<file path="src/rtl/fft_pkg.sv">
// Shared types for the 4-point FFT datapath: component width, frame size,
// complex sample/frame types and the loader's collect-side states.
package fft_pkg;
  localparam int FFT_W = 16;
  localparam int FFT_N = 4;

  typedef struct packed {
    logic signed [FFT_W-1:0] re;
    logic signed [FFT_W-1:0] im;
  } cplx_t;

  typedef cplx_t [FFT_N-1:0] frame_t;

  // FILL: collect buffer accepting samples; HOLD: complete frame waiting for the output register
  typedef enum logic {
    FILL = 1'b0,
    HOLD = 1'b1
  } coll_state_t;
endpackage

</file>
<file path="src/rtl/frame_reg.sv">
// Four-slot complex sample register with a per-slot load enable; used both as
// the collect buffer (one slot per sample) and as the output register (all slots).
module frame_reg
  import fft_pkg::*;
#(
  parameter int W = FFT_W
) (
  input  logic                      clk,
  input  logic                      rst,
  input  logic [FFT_N-1:0]          load,
  input  logic [FFT_N-1:0][W-1:0]   d_re,
  input  logic [FFT_N-1:0][W-1:0]   d_im,
  output logic [FFT_N-1:0][W-1:0]   q_re,
  output logic [FFT_N-1:0][W-1:0]   q_im
);

  genvar gi;
  generate
    for (gi = 0; gi < FFT_N; gi++) begin : g_slot
      always_ff @(posedge clk or posedge rst) begin
        if (rst) begin
          q_re[gi] <= '0;
          q_im[gi] <= '0;
        end else if (load[gi]) begin
          q_re[gi] <= d_re[gi];
          q_im[gi] <= d_im[gi];
        end
      end
    end
  endgenerate

endmodule

</file>
<file path="src/rtl/fft4_frame_loader.sv">
// Serial-to-parallel front end for the 4-point FFT: gathers samples into a
// collect buffer and hands complete frames to a double-buffered output register.
module fft4_frame_loader
  import fft_pkg::*;
#(
  parameter int W = FFT_W,
  parameter int N = FFT_N
) (
  input  logic         clk,
  input  logic         rst,
  input  logic         in_valid,
  output logic         in_ready,
  input  logic         in_sof,
  input  logic [W-1:0] in_re,
  input  logic [W-1:0] in_im,
  output logic         out_valid,
  input  logic         out_ready,
  output logic [W-1:0] x0_re,
  output logic [W-1:0] x0_im,
  output logic [W-1:0] x1_re,
  output logic [W-1:0] x1_im,
  output logic [W-1:0] x2_re,
  output logic [W-1:0] x2_im,
  output logic [W-1:0] x3_re,
  output logic [W-1:0] x3_im,
  output logic         sync_err,
  output logic [15:0]  frame_cnt
);

  generate
    if (N != 4) begin : g_n_check
      $error("fft4_frame_loader supports N == 4 only");
    end
  endgenerate

  coll_state_t state_reg, state_next;
  logic [1:0]  idx_reg, idx_next;
  logic        out_valid_reg, out_valid_next;
  logic        sync_err_reg, sync_err_next;
  logic [15:0] frame_cnt_reg, frame_cnt_next;

  logic        in_acc, out_acc, resync, complete, out_free;
  logic        load_direct, load_held, out_load;
  logic [1:0]  wr_idx;

  logic [FFT_N-1:0]          coll_load;
  logic [FFT_N-1:0][W-1:0]   coll_q_re, coll_q_im;
  logic [FFT_N-1:0][W-1:0]   out_d_re, out_d_im;
  logic [FFT_N-1:0][W-1:0]   out_q_re, out_q_im;

  assign in_ready  = (state_reg == FILL);
  assign in_acc    = in_valid && in_ready;
  assign out_acc   = out_valid_reg && out_ready;
  assign resync    = in_acc && in_sof && (idx_reg != 2'd0);
  assign wr_idx    = resync ? 2'd0 : idx_reg;
  assign complete  = in_acc && !resync && (idx_reg == 2'd3);
  assign out_free  = !out_valid_reg || out_ready;
  // The last sample bypasses the collect buffer so the frame is visible one cycle after it
  assign load_direct = complete && out_free;
  assign load_held   = (state_reg == HOLD) && out_ready;
  assign out_load    = load_direct || load_held;

  always_ff @(posedge clk or posedge rst) begin
    if (rst) begin
      state_reg     <= FILL;
      idx_reg       <= 2'd0;
      out_valid_reg <= 1'b0;
      sync_err_reg  <= 1'b0;
      frame_cnt_reg <= 16'd0;
    end else begin
      state_reg     <= state_next;
      idx_reg       <= idx_next;
      out_valid_reg <= out_valid_next;
      sync_err_reg  <= sync_err_next;
      frame_cnt_reg <= frame_cnt_next;
    end
  end

  always_comb begin
    state_next     = state_reg;
    idx_next       = idx_reg;
    out_valid_next = out_valid_reg;
    sync_err_next  = resync;
    frame_cnt_next = frame_cnt_reg;

    if (in_acc) idx_next = resync ? 2'd1 : idx_reg + 2'd1;

    case (state_reg)
      FILL:    if (complete && !out_free) state_next = HOLD;
      HOLD:    if (load_held) state_next = FILL;
      default: state_next = FILL;
    endcase

    if (out_load)     out_valid_next = 1'b1;
    else if (out_acc) out_valid_next = 1'b0;

    if (out_acc) frame_cnt_next = frame_cnt_reg + 16'd1;
  end

  genvar gi;
  generate
    for (gi = 0; gi < FFT_N; gi++) begin : g_path
      assign coll_load[gi] = in_acc && (wr_idx == 2'(gi));
      if (gi == FFT_N - 1) begin : g_bypass
        assign out_d_re[gi] = load_direct ? in_re : coll_q_re[gi];
        assign out_d_im[gi] = load_direct ? in_im : coll_q_im[gi];
      end else begin : g_direct
        assign out_d_re[gi] = coll_q_re[gi];
        assign out_d_im[gi] = coll_q_im[gi];
      end
    end
  endgenerate

  frame_reg #(.W(W)) u_coll (
    .clk  (clk),
    .rst  (rst),
    .load (coll_load),
    .d_re ({FFT_N{in_re}}),
    .d_im ({FFT_N{in_im}}),
    .q_re (coll_q_re),
    .q_im (coll_q_im)
  );

  frame_reg #(.W(W)) u_out (
    .clk  (clk),
    .rst  (rst),
    .load ({FFT_N{out_load}}),
    .d_re (out_d_re),
    .d_im (out_d_im),
    .q_re (out_q_re),
    .q_im (out_q_im)
  );

  assign out_valid = out_valid_reg;
  assign sync_err  = sync_err_reg;
  assign frame_cnt = frame_cnt_reg;

  assign x0_re = out_q_re[0];
  assign x0_im = out_q_im[0];
  assign x1_re = out_q_re[1];
  assign x1_im = out_q_im[1];
  assign x2_re = out_q_re[2];
  assign x2_im = out_q_im[2];
  assign x3_re = out_q_re[3];
  assign x3_im = out_q_im[3];

endmodule

</file>
<file path="config.mk">
export PLATFORM = sky130hd
export DESIGN_NAME = fft4_frame_loader
export DESIGN_NICKNAME = d
export VERILOG_FILES = /design/src/rtl/fft_pkg.sv /design/src/rtl/frame_reg.sv /design/src/rtl/fft4_frame_loader.sv
export SDC_FILE = /design/constraint.sdc
export NUM_CORES = 1
export LEC_CHECK = 0
export ABC_CLOCK_PERIOD_IN_PS = 4050
export CORE_ASPECT_RATIO = 1.5
export CORE_UTILIZATION = 30
export CTS_BUF_LIST = sky130_fd_sc_hd__clkbuf_8
export CTS_CLUSTER_DIAMETER = 50
export DETAILED_ROUTE_END_ITERATION = 12
export SETUP_SLACK_MARGIN = 0.2
export SYNTH_ARGS = -nofsm -noshare
export SYNTH_HDL_FRONTEND = slang
export SYNTH_HIERARCHICAL = 1
export SYNTH_SLANG_ARGS = --single-unit
export TNS_END_PERCENT = 50
</file>
<file path="constraint.sdc">
create_clock -name clk -period 4.05 [get_ports clk]
set_clock_uncertainty 0.2 [all_clocks]
set_input_delay 0.405 -clock clk [delete_from_list [all_inputs] [get_ports clk]]
set_output_delay 0.405 -clock clk [all_outputs]
set_load 0.005 [all_outputs]
</file>
# ---- After elaboration in Yosys (flattened, before gate mapping)
# Cells that the tools add are included.
# Widths: inputs -> output; s select.
dict set report classes {
  n_eq_ne 4
  order_cmp 0
  shifts 0
  n_reduce_logical 21
  div 0
  addsub 2
  multipliers 0
  muxes 9
  bitwise_logic 1
}
# op count
set ops {}
lappend ops {{$mux 16} 2}
lappend ops {{$add 16x1->16 const B} 1}
lappend ops {{$logic_and 1x1->1} 13}
lappend ops {{$eq 2x2->1 const B} 3}
lappend ops {{$mux 1} 4}
lappend ops {{$mux 2} 2}
lappend ops {{$reduce_bool 2->1} 2}
lappend ops {{$logic_not 1->1} 3}
lappend ops {{$add 2x1->2 const B} 1}
lappend ops {{$eq 2x1->1 const B} 1}
lappend ops {{$logic_not 2->1} 1}
lappend ops {{$logic_or 1x1->1} 2}
lappend ops {{$pmux 1 s2} 1}
lappend ops {{$not 1->1} 1}
dict set report word_totals {
  mem_bits_ro 0
  elab_cells 58
  ram_bits 0
  memories 0
  latchBits 0
  reg_bits 277
  out_inout_bits 147
}

# ---- Logic depth before layout (Yosys ltp)
# Gate-level depths: netlist of the first run.
dict set report depth {
  word_depth 10
  depth_mapped 10
  ltp_nobuf 7
}

# ---- Cells and area by module
# The synthesis of the first run kept the hierarchy.
# module area_per_inst_um2 cells_per_inst seq_area_each_um2 instances
set modules_own_cells {}
lappend modules_own_cells {frame_reg 5383.9 273 3203.1 2}
lappend modules_own_cells {fft4_frame_loader 1519.0 122 525.5 1}

# ---- Worst setup path after synthesis of the first run
# Ideal clock, no wire load.
dict set report synth_timing {
  kind {register -> register}
  start {register idx_reg[0]}
  end {register u_out/q_im[0] in the netlist's numbering}
  setup_slack_ns 1.806
  arrival_time_ns 1.919
  path_buffers 3
  stages_incl_launch_ff 11
  period_less_slack_ns 2.244
  t_required_ns 3.725
  setup_ns 0.125
  path_cell_list {dfrtp_1 inv_1 ha_1 nor2b_2 nor2_4 nand3_4 buf_6 nand2_1 buf_6 buf_12 mux2_4}
}
dict set report synth_between {
  elab_chain_cells 7
  elab_cells_between_ends 8
  classes_between {eq/ne: 1; reduce/logical: 7}
}
# element line_no
set synth_rtl {}
lappend synth_rtl {{start: declaration} fft4_frame_loader.sv:37} ;# logic [1:0] idx_reg, idx_next;
lappend synth_rtl {{start signal: assignment} fft4_frame_loader.sv:72} ;# idx_reg <= idx_next;
lappend synth_rtl {{$reduce_bool 2->1} fft4_frame_loader.sv:54} ;# assign resync = in_acc && in_sof && (idx_reg != 2'd0);
lappend synth_rtl {{$logic_and 1x1->1} fft4_frame_loader.sv:54}
lappend synth_rtl {{$logic_not 1->1} fft4_frame_loader.sv:56} ;# assign complete = in_acc && !resync && (idx_reg == 2'd3);
lappend synth_rtl {{$logic_and 1x1->1} fft4_frame_loader.sv:56}
lappend synth_rtl {{$logic_and 1x1->1 (*)} fft4_frame_loader.sv:56}
lappend synth_rtl {{$logic_and 1x1->1 (*)} fft4_frame_loader.sv:59} ;# assign load_direct = complete && out_free;
lappend synth_rtl {{$logic_or 1x1->1 (*)} fft4_frame_loader.sv:61} ;# assign out_load = load_direct || load_held;
lappend synth_rtl {{net out_load} fft4_frame_loader.sv:43} ;# logic load_direct, load_held, out_load;
lappend synth_rtl {{end signal: indexed assignment} frame_reg.sv:26} ;# q_im[gi] <= d_im[gi];
lappend synth_rtl {{end: declaration} frame_reg.sv:14} ;# output logic [FFT_N-1:0][W-1:0] q_im
# Mark *: on every way through the listed nets, which the timed path passes. The rest lies on a longest branch.
# A chain may end at the register's enable or synchronous reset.

==> impl_metrics.yaml, run 1 <==
timing:
  slew_viol_final: 0
  grt_setup_unrepaired: "no"
  whs_ns: 0.188
  tightestPinTransition_ns: 0.806
  finalSetupViolCount: 0
  period_needed_ns: 2.79
  setup-tns-final_ns: 0
  slew_headroom_pct: 46.2
  finalWorstSetupSlack_ns: 1.26
  fmax_mhz: 359
  fin_crit_sh_pct: 68.8
  hold_viol: 0
critical_path:
  cp.arrival_ns: 3.03
  critPathBufInv: 2
  r2r_slack_ns: 1.26
  cp-end-kind: "flip-flop"
  rr_worst_depth: 8
  path_cells: "inv_1, ha_1, nor2b_2, nor2_4, nand3_4, buf_4, mux2_2, mux2_4"
  crit_type: "reg2reg"
  cp_top_family: "buffers and inverters"
  crit_fanout: 32
  slowest_delay_ns: 0.55
  cp_slowest_cell: "buf_4"
  cp-start-kind: "flip-flop"
  r2r-start: "idx_reg[1]"
  r2r_end: "u_out/q_re[48]"
  crit_required_ns: 4.29
die:
  num_rows: 90
  start_util_pct: 30.5
  die_x_um: 167
  die_height_um: 250
  io_pins: 184
  core-area_um2: 40300
  die-area_um2: 41800
cts:
  cts_resized: 0
  ctsHoldBuffers: 0
  clk_pin_slew_worst_paths_ns: 0.06
  cts-buffers-inserted: 47
  clockRootBuffer: "clkbuf_8"
  h-tree-depth: 2
  cts_buffer_depth: 3
  clock_latency_ns: 0.57
  cts_tree: "yes"
  clock-sinks: 277
  cts_setup_buffers: 0
hold_path:
  hold_path_class: "in2async"
placed_design:
  io_buffers: 183
  dp_slack_ns: 1.15
  dp_hpwl_mm: 17.7
  gp_congestion: 0.696
yosys:
  synthXorXnorAreaFrac_pct: 1.07
  synthAdderAreaFrac_pct: 0.305
  syn-num-nets: 708
  synth_compound_area_share_pct: 0.214
  syn_area_per_cell_um2: 18.4
  synth_area_leader_cell: "dfrtp_1"
  synth.area.top_cells: "dfrtp_1 (56%), mux2_4 (33%), buf_12 (3.9%)"
  ys_types: 28
  synth_top_family_by_area: "multiplexers"
  synth_top_cell_area_share_pct: 56.4
  synth-seq-cells: 277
  ys_seq_area_share_pct: 56.4
  synthCells: 668
  synth-simple-area-share_pct: 2.16
  yosysMostFrequentCell: "dfrtp_1"
  syn_area_um2: 12300
  async_flop_share_pct: 100
  yosys_warnings: 6
  synth_edf_count: 0
  ys.flop_type: "dfrtp_1"
  synth_mux_area_share_pct: 34.7
  ys_top_cells_by_count: "dfrtp_1 (277), mux2_4 (269), buf_12 (24)"
outcome:
  status: "finished, final reports clean"
drt:
  postRouteAntennaNets: 0
  drt_iter0_drc: 197
  routed-via-count: 6144
  finalWirelength_mm: 27.5
  drc_errors: 0
  drt-vias-per-instance: 4.31
  dr.pass1.iters: 4
  wl_per_cell_um: 19.3
grt:
  grt_overflow_total: 0
  grt_usage_pct: 13.5
  grt_pass1_wl_mm: 43.3
  grt_pass1_vias: 6919
  antenna_found_initial: 1
  grt_max_degree: 62
cells_and_area:
  final_nets: 926
  post-route-util_pct: 38.3
  syn2layout_area_growth_pct: 25.7
  multi_input_area_um2: 4760
  fillers: 3767
  drive_gt1_share_pct: 42.9
  seqCellArea_um2: 6930
power_and_ir_drop:
  ir_drop_uv: 297
  power_leakage_nw: 6.96
  p_per_area_nw_per_um2: 770
job:
  drv_cap: 0
-- worst register-to-register path, delay by kind of cell (launching register included) --
family | cells | cell delay [ns]
adder cells (fa/ha/maj) | 1 | 0.22
buffers and inverters | 2 | 0.69
flip-flops | 1 | 0.43
multiplexers | 2 | 0.68
AND/OR/NAND/NOR | 3 | 0.42
-- through the flow --
stage                     instances  cell area (um^2)  power (W)
after floorplan                 668             12300    0.00753
after global routing           1425             15400     0.0126
final                          1425             15400     0.0119
after detailed placement       1343             14500    0.00939
after global placement         1343             14500    0.00930
after CTS                      1424             15400     0.0121
-- area by class of cell --
cell class	count	area share, %
tap	506	4.10
multi-input combinational	349	30.8
inverter	7	0.227
sequential	277	44.9
clock inverter	22	1.05
timing repair buffer	204	13.6
clock buffer	59	5.26
antenna	1	0.0162
-- placed cells by master, fill, tap and decap left out, types with 2 or more instances in the layout --
master             n
a21oi_1            2
and3_1             2
buf_12             9
buf_4             12
bufinv_16          2
clkbuf_8          59
clkdlybuf4s50_1  183
clkinv_2           3
clkinv_4           2
clkinvlp_4         3
dfrtp_1          277
ha_1               3
inv_1             17
inv_6              2
mux2_2            20
mux2_4           269
nand2_1            8
nand3_1            8
nand4_1            2
nor2_1             2
nor2_4             4
nor4_4             2
xnor2_1           13
xor2_1             2
-- power by group --
part | switching [W] | internal (W) | leakage (nW)
sequential | 0.000795 | 0.00405 | 3.37
clock | 0.00115 | 0.00144 | 0.541
combinational | 0.00123 | 0.00322 | 3.05
total | 0.00317 | 0.00872 | 6.96
-- logic make-up (layout without fill, tap and decap cells) --
kind of cell             after synthesis  count (layout)
buffers and inverters                 42             292
XOR/XNOR                              15              15
adder cells (fa/ha/maj)                3               3
AND/OR/NAND/NOR                       38              38
AO/OA/AOI/OAI                          4               4
flip-flops                           277             277
multiplexers                         289             289
other                                  0               1
-- per-layer routing --
layer | track usage, % | share of wire [%] | vias to the layer above
met5 | 0 | 0 | -
met4 | 4.72 | 2.1 | 0
met3 | 2.58 | 3.8 | 41
met2 | 22.4 | 50 | 138
met1 | 17.4 | 44 | 3185
li1 | - | - | 2780
-- worst max-delay path by stage --
stage / start / end / cells past startpoint
3_5_place_dp: in_sof / u_out/q_re[48] / 7
3_3_place_gp: in_sof / u_out/q_re[48] / 7
2_1_floorplan: rst / u_out/q_im[0] / 1
5_1_grt: idx_reg[1] / u_out/q_re[48] / 8
6_report: idx_reg[1] / u_out/q_re[48] / 8
4_1_cts: idx_reg[1] / u_out/q_re[48] / 8
Power figures use the tool's default switching activity.
==> run 2, diff against run 1 <==
--- a/config.mk
+++ b/config.mk
@@ -5,7 +5,7 @@
 export SDC_FILE = /design/constraint.sdc
 export NUM_CORES = 1
 export LEC_CHECK = 0
-export ABC_CLOCK_PERIOD_IN_PS = 4050
+export ABC_CLOCK_PERIOD_IN_PS = 2900
 export CORE_ASPECT_RATIO = 1.5
 export CORE_UTILIZATION = 30
 export CTS_BUF_LIST = sky130_fd_sc_hd__clkbuf_8
==> constraint.sdc (replaced) <==
create_clock -name clk -period 2.9 [get_ports clk]
set_clock_uncertainty 0.2 [all_clocks]
set_input_delay 0.29 -clock clk [delete_from_list [all_inputs] [get_ports clk]]
set_output_delay 0.29 -clock clk [all_outputs]
set_load 0.005 [all_outputs]
==> impl_metrics.yaml, run 2 (same netlist as run 1, synthesis figures left out) <==
critical_path:
  cp.arrival_ns: 2.80
  crit_type: "reg2reg"
  crit_required_ns: 3.13
  rr_worst_depth: 8
  cp_slowest_cell: "dfrtp_1"
  critPathBufInv: 2
  r2r-start: "idx_reg[1]"
  crit_fanout: 17
  r2r_slack_ns: 0.33
  path_cells: "inv_1, ha_1, nor2b_2, nor2_4, nand3_4, buf_4, mux2_2, mux2_4"
  cp_top_family: "multiplexers"
  cp-start-kind: "flip-flop"
  r2r_end: "u_out/q_im[63]"
  cp-end-kind: "flip-flop"
  slowest_delay_ns: 0.43
placed_design:
  dp_hpwl_mm: 17.4
  dp_slack_ns: 0.349
  dpl_cell_area_um2: 14500
  gp_congestion: 0.714
  io_buffers: 183
drt:
  postRouteAntennaNets: 0
  drt-vias-per-instance: 4.34
  drc_errors: 0
  routed-via-count: 6209
  drt_iter0_drc: 167
  wl_per_cell_um: 19.2
  dr.pass1.iters: 4
  finalWirelength_mm: 27.5
cts:
  clock-sinks: 277
  clock_latency_ns: 0.59
  cts_buffer_depth: 3
  cts_resized: 0
  h-tree-depth: 2
  cts-buffers-inserted: 46
  clockRootBuffer: "clkbuf_8"
  cts_tree: "yes"
  clk_pin_slew_worst_paths_ns: 0.06
die:
  die_height_um: 250
  core-area_um2: 40300
  num_rows: 90
  die_x_um: 167
  start_util_pct: 30.5
  io_pins: 184
  die-area_um2: 41800
grt:
  antenna_found_initial: 2
  grt_pass1_vias: 7004
  grt_usage_pct: 13.5
  grt_max_degree: 67
  grt_pass1_wl_mm: 43.3
  grt_overflow_total: 0
timing:
  slew_viol_final: 0
  period_needed_ns: 2.57
  finalWorstSetupSlack_ns: 0.334
  grt_setup_unrepaired: "no"
  tightestPinTransition_ns: 0.609
  slew_headroom_pct: 59.1
  finalSetupViolCount: 0
  fmax_mhz: 390
  hold_viol: 0
  fin_crit_sh_pct: 88.5
cells_and_area:
  post-route-util_pct: 38.7
  final_nets: 928
  final_cell_mix: "dfrtp_1 (277), mux2_4 (269), clkdlybuf4s50_1 (183)"
  postLayoutCellArea_um2: 15600
  syn2layout_area_growth_pct: 27.0
  fillers: 3783
  multi_input_area_um2: 4760
  layout_commonest_cell: "dfrtp_1"
  seqCellArea_um2: 6930
  drive_gt1_share_pct: 43.5
hold_path:
  hold_start: "in_valid"
  hold_depth: 2
  hold_path_class: "in2reg"
  hold_path_end: "sync_err"
power_and_ir_drop:
  p_int_w: 0.0124
  power.share.clock_pct: 23.2
  ir_drop_uv: 433
  pwr-share-comb_pct: 36.6
  p_per_area_nw_per_um2: 1080
  swShare_pct: 26.4
  power.share.sequential_pct: 40.1
  p_sw_w: 0.00447
  power_leakage_nw: 7.02
  total_power_w: 0.0169
outcome:
  status: "finished, final reports clean"
job:
  drv_cap: 0
-- run 2: worst register-to-register path, cell delays in order, from the launching register on --
cell     delay [ns]
dfrtp_1        0.43
inv_1          0.15
ha_1           0.22
nor2b_2        0.25
nor2_4         0.10
nand3_4        0.10
buf_4          0.35
mux2_2         0.39
mux2_4         0.25
-- run 2: worst max-delay path by stage --
stage / from / to / slack, ns / cells past startpoint
floorplan: rst / u_out/q_im[0] / -1.00 / 1
global placement: in_sof / u_out/q_re[48] / 0.41 / 7
detailed placement: idx_reg[1] / u_out/q_im[63] / 0.35 / 8
CTS: idx_reg[1] / u_out/q_im[63] / 0.32 / 8
global route: idx_reg[1] / u_out/q_im[63] / 0.22 / 8
finish: idx_reg[1] / u_out/q_im[63] / 0.33 / 8
-- run 2: layout make-up --
type	instances	share of cell area [%]
Clock inverter	26	1.66
Sequential cell	277	44.4
Timing Repair Buffer	207	14.0
Inverter	7	0.225
Antenna cell	2	0.0321
Tap cell	506	4.06
Multi-Input combinational cell	349	30.5
Clock buffer	58	5.12
-- run 2: stage by stage --
step           cells  hold slack [ns]  setup TNS [ns]
6_report        1432            0.228               0
5_1_grt         1432            0.188               0
4_1_cts         1430            0.166               0
3_5_place_dp    1345            0.269               0
3_3_place_gp    1345            0.264               0
2_1_floorplan    668           0.0665         -128.34
-- run 2: power groups by stage --
stage	registers (W)	clock network, W	logic, W
floorplan	0.00660	0	0.00392
global placement	0.00682	0	0.00617
detailed placement	0.00685	0	0.00626
CTS	0.00682	0.00410	0.00630
global route	0.00700	0.00424	0.00659
finish	0.00679	0.00393	0.00620
-- run 2: repair_timing --
action | CTS | global route
buffers inserted | 0 | 0
endpoints found under the setup margin | 0 | 0
hold buffers | 1 | 0
endpoints found under the hold margin | 1 | 0
-- run 2: layer usage --
metal	up-vias	global-route usage, %	wire length [um]
met5	-	0	0
met4	0	5.14	745
met3	56	2.70	1140
met2	133	22.8	13800
met1	3225	16.8	11700
li1	2795	-	-
==> run 3, diff against run 2 <==
--- a/config.mk
+++ b/config.mk
@@ -10,6 +10,7 @@
 export CORE_UTILIZATION = 30
 export CTS_BUF_LIST = sky130_fd_sc_hd__clkbuf_8
 export CTS_CLUSTER_DIAMETER = 50
+export CTS_CLUSTER_SIZE = 14
 export DETAILED_ROUTE_END_ITERATION = 12
 export SETUP_SLACK_MARGIN = 0.2
 export SYNTH_ARGS = -nofsm -noshare
==> impl_metrics.yaml, run 3 (same netlist as run 1, synthesis figures left out) <==
timing:
  hold_viol: 0
  slew_viol_final: 0
  finalSetupViolCount: 0
  slew_headroom_pct: 58.6
  finalWorstSetupSlack_ns: 0.348
  fin_crit_sh_pct: 88.0
  setup-tns-final_ns: 0
  period_needed_ns: 2.55
  tightestPinTransition_ns: 0.617
  fmax_mhz: 392
  grt_setup_unrepaired: "no"
critical_path:
  cp.arrival_ns: 2.83
  crit_required_ns: 3.18
  crit_type: "reg2reg"
  rr_worst_depth: 8
  crit_fanout: 17
  cp-start-kind: "flip-flop"
  cp-end-kind: "flip-flop"
cts:
  cts_resized: 0
  cts-buffers-inserted: 28
  clockRootBuffer: "clkbuf_8"
  cts_buffer_depth: 3
  cts_setup_buffers: 0
  clock-sinks: 277
  clk_pin_slew_worst_paths_ns: 0.09
  h-tree-depth: 1
  cts_tree: "yes"
  clock_latency_ns: 0.59
die:
  start_util_pct: 30.5
  io_pins: 184
  die_height_um: 250
  die-area_um2: 41800
  die_x_um: 167
  core-area_um2: 40300
  num_rows: 90
grt:
  grt_max_degree: 67
  grt_pass1_wl_mm: 42.5
  grt_usage_pct: 13.1
  antenna_found_initial: 2
  grt_overflow_total: 0
  grt_pass1_vias: 6833
cells_and_area:
  drive_gt1_share_pct: 41.7
  layout_commonest_cell: "dfrtp_1"
  syn2layout_area_growth_pct: 23.0
  final_nets: 910
  final_cell_mix: "dfrtp_1 (277), mux2_4 (269), clkdlybuf4s50_1 (183)"
job:
  drv_cap: 0
drt:
  drt-vias-per-instance: 4.36
  postRouteAntennaNets: 0
  wl_per_cell_um: 19.3
  wl_met1_mm: 11.5
  routed-via-count: 6064
  finalWirelength_mm: 26.9
  dr.pass1.iters: 4
  met2_length_mm: 13.7
  drt_iter0_drc: 195
  drc_errors: 0
  highest_layer: "met4"
  dr_wl_met3_mm: 1.03
hold_path:
  hold_depth: 2
  hold_path_class: "in2reg"
placed_design:
  gp_congestion: 0.714
  io_buffers: 183
  dp_slack_ns: 0.349
  dp_hpwl_mm: 17.4
power_and_ir_drop:
  power_leakage_nw: 6.75
  p_per_area_nw_per_um2: 1030
  ir_drop_uv: 434
outcome:
  status: "finished, final reports clean"
-- run 3: worst paths after layout --
check | slack (ns) | start | end
min in group asynchronous | 0.55 | rst | u_coll/q_re[62]
max in group asynchronous | 1.21 | rst | u_out/q_im[36]
max | 0.35 | idx_reg[1] | u_out/q_im[63]
max reg2reg | 0.35 | idx_reg[1] | u_out/q_im[63]
min | 0.19 | in_valid | sync_err
min reg2reg | 0.28 | frame_cnt[15] | frame_cnt[15]
-- run 3: report_power, final --
part           internal [W]  switching (W)
logic               0.00452        0.00168
clock network       0.00119        0.00144
registers           0.00565        0.00112
total                0.0114        0.00423
-- run 3: worst max-delay path, stage by stage, from the launching register on --
cell     delay [ns]
dfrtp_1        0.44
inv_1          0.15
ha_1           0.22
nor2b_2        0.24
nor2_4         0.10
nand3_4        0.10
buf_4          0.36
mux2_2         0.38
mux2_4         0.25
-- run 3: through the flow --
stage,cells,total power [W],cell area (um^2),hold slack (ns),utilization (%)
after floorplan,668,0.0105,12300,0.0665,-
after global placement,1345,0.0130,14500,0.264,36.0
after detailed placement,1345,0.0131,14500,0.269,36.0
after CTS,1390,0.0159,15100,0.121,37.5
after global routing,1392,0.0165,15100,0.151,37.5
final,1392,0.0156,15100,0.193,37.5
-- run 3: area by class of cell --
cell class                 count  area, um^2
fill                        3780       25200
antenna                        2        5.00
inverter                       7        35.0
clock buffer                  31         427
clock inverter                13         145
tap                          506         633
multi-input combinational    349        4760
timing repair buffer         207        2180
sequential                   277        6930
-- run 3: repair_timing --
action | CTS | global route
setup endpoints to repair | 0 | 0
hold endpoints to repair | 3 | 0
hold buffers | 1 | 0
-- run 3: layer usage --
metal  GRT usage, %  up-vias
met5              0        -
met4           4.09        0
met3           2.06       33
li1               -     2737
met1           16.8     3172
met2           22.7      122
